`src/rtl/pipeline_stall_ctrl.sv`:
```
// Pipeline hazard/stall controller: memory-wait freeze, branch flush and load-use bubble.
// Optional saturating stall-cycle counter enabled by macro PIPELINE_STALL_CNT_EN.
module pipeline_stall_ctrl #(
    parameter logic [7:0] MEM_TIMEOUT = 8'd255
) (
    input  logic        clk,
    input  logic        rst_n,
    input  logic        lu_hazard,
    input  logic        branch_taken,
    input  logic        dmem_req,
    input  logic        dmem_ready,
    output logic        pc_write,
    output logic        ifid_write,
    output logic        ifid_flush,
    output logic        idex_flush,
    output logic        pipe_hold,
    output logic        mem_err,
    output logic [1:0]  dbg_state
`ifdef PIPELINE_STALL_CNT_EN
    ,
    output logic [15:0] stall_cycles
`endif
);

    typedef enum logic [1:0] {
        RUN       = 2'd0,
        MEM_WAIT  = 2'd1,
        FLUSH     = 2'd2,
        LU_BUBBLE = 2'd3
    } state_e;

    state_e     state_q, state_d;
    logic [7:0] wait_cnt_q, wait_cnt_d;

    logic mem_stall;
    logic timeout;
    logic hold;

    assign mem_stall = dmem_req & ~dmem_ready;
    // Timeout fires on the MEM_TIMEOUT-th cycle spent in MEM_WAIT and releases like dmem_ready.
    assign timeout   = (state_q == MEM_WAIT) && !dmem_ready && ((wait_cnt_q + 8'd1) == MEM_TIMEOUT);
    assign hold      = (state_q == MEM_WAIT) && !dmem_ready && !timeout;
    assign dbg_state = state_q;

    always_ff @(posedge clk or negedge rst_n) begin
        if (!rst_n) begin
            state_q    <= RUN;
            wait_cnt_q <= 8'd0;
        end else begin
            state_q    <= state_d;
            wait_cnt_q <= wait_cnt_d;
        end
    end

    always_comb begin
        state_d    = state_q;
        wait_cnt_d = 8'd0;
        case (state_q)
            RUN: begin
                if (mem_stall)         state_d = MEM_WAIT;
                else if (branch_taken) state_d = FLUSH;
                else if (lu_hazard)    state_d = LU_BUBBLE;
                else                   state_d = RUN;
            end
            MEM_WAIT: begin
                wait_cnt_d = wait_cnt_q + 8'd1;
                if (hold)              state_d = MEM_WAIT;
                else if (branch_taken) state_d = FLUSH;
                else if (lu_hazard)    state_d = LU_BUBBLE;
                else                   state_d = RUN;
            end
            FLUSH: begin
                state_d = RUN;
            end
            LU_BUBBLE: begin
                if (mem_stall)         state_d = MEM_WAIT;
                else if (branch_taken) state_d = FLUSH;
                else                   state_d = RUN;
            end
            default: state_d = RUN;
        endcase
    end

    always_comb begin
        pc_write   = 1'b1;
        ifid_write = 1'b1;
        ifid_flush = 1'b0;
        idex_flush = 1'b0;
        pipe_hold  = 1'b0;
        mem_err    = 1'b0;
        case (state_q)
            RUN: begin
                if (mem_stall) begin
                    pc_write   = 1'b0;
                    ifid_write = 1'b0;
                    pipe_hold  = 1'b1;
                end else if (branch_taken) begin
                    ifid_flush = 1'b1;
                    idex_flush = 1'b1;
                end else if (lu_hazard) begin
                    pc_write   = 1'b0;
                    ifid_write = 1'b0;
                    idex_flush = 1'b1;
                end
            end
            MEM_WAIT: begin
                mem_err = timeout;
                if (hold) begin
                    pc_write   = 1'b0;
                    ifid_write = 1'b0;
                    pipe_hold  = 1'b1;
                end else if (branch_taken) begin
                    ifid_flush = 1'b1;
                    idex_flush = 1'b1;
                end else if (lu_hazard) begin
                    pc_write   = 1'b0;
                    ifid_write = 1'b0;
                    idex_flush = 1'b1;
                end
            end
            FLUSH: begin
                ifid_flush = 1'b1;
            end
            LU_BUBBLE: begin
                if (mem_stall) begin
                    pc_write   = 1'b0;
                    ifid_write = 1'b0;
                    pipe_hold  = 1'b1;
                end else if (branch_taken) begin
                    ifid_flush = 1'b1;
                    idex_flush = 1'b1;
                end
            end
            default: ;
        endcase
        // Reset overrides everything so the front end sees a flushed, frozen pipe.
        if (!rst_n) begin
            pc_write   = 1'b0;
            ifid_write = 1'b0;
            ifid_flush = 1'b1;
            idex_flush = 1'b1;
            pipe_hold  = 1'b0;
            mem_err    = 1'b0;
        end
    end

`ifdef PIPELINE_STALL_CNT_EN
    logic [15:0] stall_q, stall_d;

    always_comb begin
        stall_d = stall_q;
        if (!pc_write && (stall_q != 16'hFFFF)) stall_d = stall_q + 16'd1;
    end

    always_ff @(posedge clk or negedge rst_n) begin
        if (!rst_n) stall_q <= 16'd0;
        else        stall_q <= stall_d;
    end

    assign stall_cycles = stall_q;
`endif

endmodule

```
`config.mk`:
```
export PLATFORM = sky130hd
export DESIGN_NAME = pipeline_stall_ctrl
export DESIGN_NICKNAME = d
export VERILOG_FILES = /design/src/rtl/pipeline_stall_ctrl.sv
export SDC_FILE = /design/constraint.sdc
export NUM_CORES = 1
export LEC_CHECK = 0
export CAP_MARGIN = 20
export CORE_MARGIN = 2
export CORE_UTILIZATION = 46
export DETAILED_ROUTE_END_ITERATION = 16
export MAX_ROUTING_LAYER = met4
export PLACE_DENSITY = 0.74
export SLEW_MARGIN = 10
export SYNTH_ARGS = -nofsm -noshare
export SYNTH_HDL_FRONTEND = slang
export SYNTH_SLANG_ARGS = --single-unit
```
`constraint.sdc`:
```
create_clock -name clk -period 2.05 [get_ports clk]
set_input_delay 0.5125 -clock clk [delete_from_list [all_inputs] [get_ports clk]]
set_output_delay 0.5125 -clock clk [all_outputs]
set_load 0.01 [all_outputs]
```
**Word level (Yosys, flattened, before mapping)**

Cells that the tools add are included.

- Register bits: 10
- Input bits: 6

- Bitwise logic cells: 2
- Add/sub/neg operators: 1
- Reduce and logical (&&, ||, !) cells: 7
- Multiplexer cells: 32
- Eq/ne operators: 4

Operators with widths:

| cell | number |
|---|---|
| 1-bit 2-to-1 mux | 20 |
| 2-bit 2-to-1 mux | 6 |
| 1-bit one-hot mux with 3 select lines | 3 |
| 8-bit by 1-bit adder with 8-bit output, second input constant | 1 |
| 8-bit equality test, second input constant | 1 |
| 8-bit 2-to-1 mux | 1 |
| 2-bit one-hot mux with 4 select lines | 1 |
| 2-bit equality test, second input constant | 2 |
| 1-bit logical AND | 3 |
| 2-bit by 1-bit equality test with 1-bit output, second input constant | 1 |
| 1-bit logical NOT | 2 |
| 2-bit logical NOT | 1 |
| 1-bit one-hot mux with 2 select lines | 1 |
| 2-bit OR reduction | 1 |
| 1-bit AND | 1 |
| 1-bit NOT | 1 |

**Longest topological paths before layout**

- Depth in word-level cells: 8
- Gate-level depth with buffers: 8
- Depth with buffers taken out: 7

**Least setup slack after synthesis**

No wires, ideal clock.

- Kind: register to output
- Start point: register wait_cnt_q[0]
- End point: output port pc_write
- Cell stages (with the launch flop): 9
- Setup slack: -0.167 ns
- Path buffers: 1
- Arrival: 1.704 ns
- Cell sequence: dfrtp_1 inv_1 ha_1 nand3_2 or3_1 o41ai_2 o31ai_2 o21ai_1 buf_4

- Longest elaborated chain between the ends: 8

RTL lines:

| element | line | RTL |
|---|---|---|
| from (decl) | 33 | `logic [7:0] wait_cnt_q, wait_cnt_d;` |
| from (signal assigned) | 51 | `wait_cnt_q <= wait_cnt_d;` |
| 8-bit by 1-bit adder with 8-bit output | 41 | `assign timeout = (state_q == MEM_WAIT) && !dmem_ready && ((wait_cnt_q + 8'd1) == MEM_TIMEOUT);` |
| 8-bit equality test | 41 |  |
| 1-bit logical AND | 41 |  |
| 1-bit logical NOT | 42 | `assign hold = (state_q == MEM_WAIT) && !dmem_ready && !timeout;` |
| 1-bit logical AND | 42 |  |
| 1-bit 2-to-1 mux | n/a |  |
| 1-bit one-hot mux with 3 select lines | n/a |  |
| 1-bit 2-to-1 mux | n/a |  |
| to (decl) | 12 | `output logic pc_write,` |

No other way between the ends.

**Worst setup path in the final report**

- Start point: register wait_cnt_q[0]
- End point: output port ifid_flush

- Longest elaborated chain between the ends: 8

RTL lines:

| element | line | RTL |
|---|---|---|
| 8-bit by 1-bit adder with 8-bit output | 41 |  |
| 8-bit equality test | 41 |  |
| 1-bit logical AND | 41 |  |
| 1-bit logical NOT | 42 |  |
| 1-bit logical AND | 42 |  |
| 1-bit 2-to-1 mux | 108 | `if (hold) begin` |
| 1-bit one-hot mux with 3 select lines | 91 | `case (state_q)` |
| 1-bit 2-to-1 mux | 137 | `if (!rst_n) begin` |
| to (decl) | 14 | `output logic ifid_flush,` |

No other way between the ends.

==> results.ini <==
[outcome]
status=finished, violations left
violations=setup timing

[worst_hold_path]
hold_depth=2
min_from=wait_cnt_q[0]
worstHoldEndpoint=wait_cnt_q[0]
worstHoldPathType=flip-flop to flip-flop

[synth]
synth-seq-area-share=0.310
ys_ff_latch=10
synth_cell_types=33
syn_area_per_cell_um2=8.49
yosysWarnings=0
syn_area_um2=807
synthCells=95
synth_fp_nets=107

[sta]
worst_slack_ns=-0.569
tightest_slew_ns=0.413
slew_viol_final=0
fin_crit_ns=2.62
slew_headroom=0.721
worst_clock_skew_ns=0.0144
max_freq_mhz=382
fin_crit_sh=1.28
grt_setup_unrepaired=true
final_hold_viol_count=0
setup_violations=6

[setup_path]
path_max_fanout=4
critical_path.startpoint_type=flip-flop
crit_required_ns=1.54
crit_arrival_ns=2.11
r2r-end=dbg_state[0]
critical_path_class=flip-flop to output pin
rr_startpoint=wait_cnt_q[0]
rrSetupSlack_ns=0.11
endpoint_kind=output pin
reg2reg_depth=9

[die]
initial_utilization=0.478
num_rows=15
io_pins=14
dieArea_um2=2110
coreArea_um2=1690
die_y_um=45.9
die_w_um=45.9

[placed_design]
place_area_um2=1160
portBuffers=13
place.gp.congestion=0.911
detailed_place_hpwl_um=1650

[routing]
wirelength_um=2290
drtAntennaViolNets=0
wire_per_inst_um=14.8
first_iter_violations=26
drt-pass1-iter-count=4
viasPerCell=5.59
drc=0
vias=866

[global_routing]
grt_max_degree=9
antenna_found_initial=0
grt_pass1_vias=840
met2_usage=0.411
grt_busiest_layer=met2
grtUsageMet3=0.0476
grt.overflow.total=0
grt_pass1_wl_um=3680
grt_usage=0.255
grtUsageMet1=0.314

[clock_tree]
cts_tree=built
clockBufferDepth=2
cts_buffers=3
clk_pin_slew_ns=0.05
h-tree-depth=1
clock-sinks=10
clock_latency_ns=0.26
ctsHoldBuffers=0
cts-root-buf=clkbuf_4

[pwr]
power_density_nw_per_um2=825
p_leak_nw=0.543
peakVddDrop_mv=0.526
power.total_w=0.00102

[layout]
fin_area_um2=1240
final_common_cell=buf_4
nets=152
antenna_cells=0
drive_gt1_frac=0.370
fillers=129
area_growth_pct=53.2
mostFrequentLayoutCells=27 x buf_4, 10 x nand2_1, 9 x dfrtp_1

[job]
drv_cap=0

==> per-stage QoR <==
| stage | std cells | util | hold slack (ns) | setup slack [ns] | setup TNS [ns] |
|---|---|---|---|---|---|
| floorplan | 95 | - | 0.217 | -0.0741 | -0.129 |
| global placement | 149 | 0.686 | 0.622 | -0.592 | -3.40 |
| detailed placement | 149 | 0.686 | 0.635 | -0.663 | -3.63 |
| CTS | 155 | 0.719 | 0.647 | -0.589 | -3.17 |
| global route | 155 | 0.732 | 0.592 | -0.615 | -3.38 |
| finish | 155 | 0.732 | 0.573 | -0.569 | -3.05 |
==> report_power, final <==
| part | internal, W | switching (W) | leakage (nW) |
|---|---|---|---|
| combinational | 0.000316 | 0.000318 | 0.395 |
| clock | 0.0000674 | 0.0000635 | 0.0138 |
| sequential | 0.000229 | 0.0000258 | 0.134 |
==> worst max-delay path, cell delays in order, from the launching register on <==
cell	delay, ns
dfrtp_1	0.40
inv_1	0.07
ha_2	0.19
nand3_4	0.08
or3_4	0.39
o41ai_4	0.08
o31ai_4	0.15
buf_6	0.15
a31oi_1	0.18
buf_2	0.16
==> final cells by class <==
class | instances | area [µm²] | share of cell area
tap | 17 | 21.3 | 0.0172
clock buffer | 3 | 22.5 | 0.0182
multi-input combinational | 77 | 593 | 0.480
inverter | 6 | 22.5 | 0.0182
sequential | 10 | 251 | 0.203
timing repair buffer | 42 | 325 | 0.263
==> synth_stat cells <==
master,number,area share
o21bai_1,1,0.0093
o31ai_2,2,0.031
buf_4,1,0.0093
nand2b_1,2,0.016
nor3b_1,2,0.019
clkbuf_1,1,0.0046
dfrtp_1,10,0.31
or3_1,2,0.016
o41ai_2,1,0.020
a21boi_0,1,0.0093
nor2_1,3,0.014
o31a_1,1,0.011
o31ai_1,1,0.0093
a22oi_1,1,0.0093
nand3_2,1,0.012
o21ai_1,2,0.012
and4_1,1,0.011
ha_1,6,0.093
xor2_1,3,0.033
nand2_1,10,0.047
o311ai_1,1,0.011
a21oi_1,7,0.043
nor2b_1,6,0.047
nand4_1,1,0.0078
a31oi_1,2,0.016
and2_1,4,0.031
inv_1,6,0.028
and3_1,1,0.0078
a211oi_1,1,0.0093
xnor2_1,3,0.033
a41oi_1,1,0.011
o21ai_0,6,0.037
nand3_1,4,0.025
==> flip-flops by register name, indices dropped and copies added, names as in the netlist <==
register,flops
wait_cnt_q,8
dbg_state,2
==> per-layer routing <==
layer / part of all wire / vias to the layer above
li1: - / 425
met1: 0.44 / 412
met2: 0.49 / 25
met3: 0.052 / 4
met4: 0.010 / 0
met5: 0 / -
==> kinds of logic after synthesis <==
logic type                 synth area share
AOI/OAI and AO/OA                     0.239
xor gates and xnor gates             0.0651
adders and majority gates            0.0930
buffers and inverters                0.0419
DFF                                   0.310
and+or+nand+nor                       0.251
==> repair_timing <==
item                                    in CTS  in global routing
resized for setup                           28                  8
buffers inserted                             3                  1
endpoints found under the setup margin       6                  7
pin swaps                                    0                  4
==> worst max path at each step <==
stage / startpoint / to / slack [ns]
floorplan: wait_cnt_q[0] / pc_write / -0.07
global placement: dmem_req / idex_flush / -0.59
detailed placement: branch_taken / ifid_write / -0.66
CTS: wait_cnt_q[0] / idex_flush / -0.59
global route: wait_cnt_q[0] / ifid_flush / -0.62
finish: wait_cnt_q[0] / ifid_flush / -0.57
(Power assumes the default switching activity.)
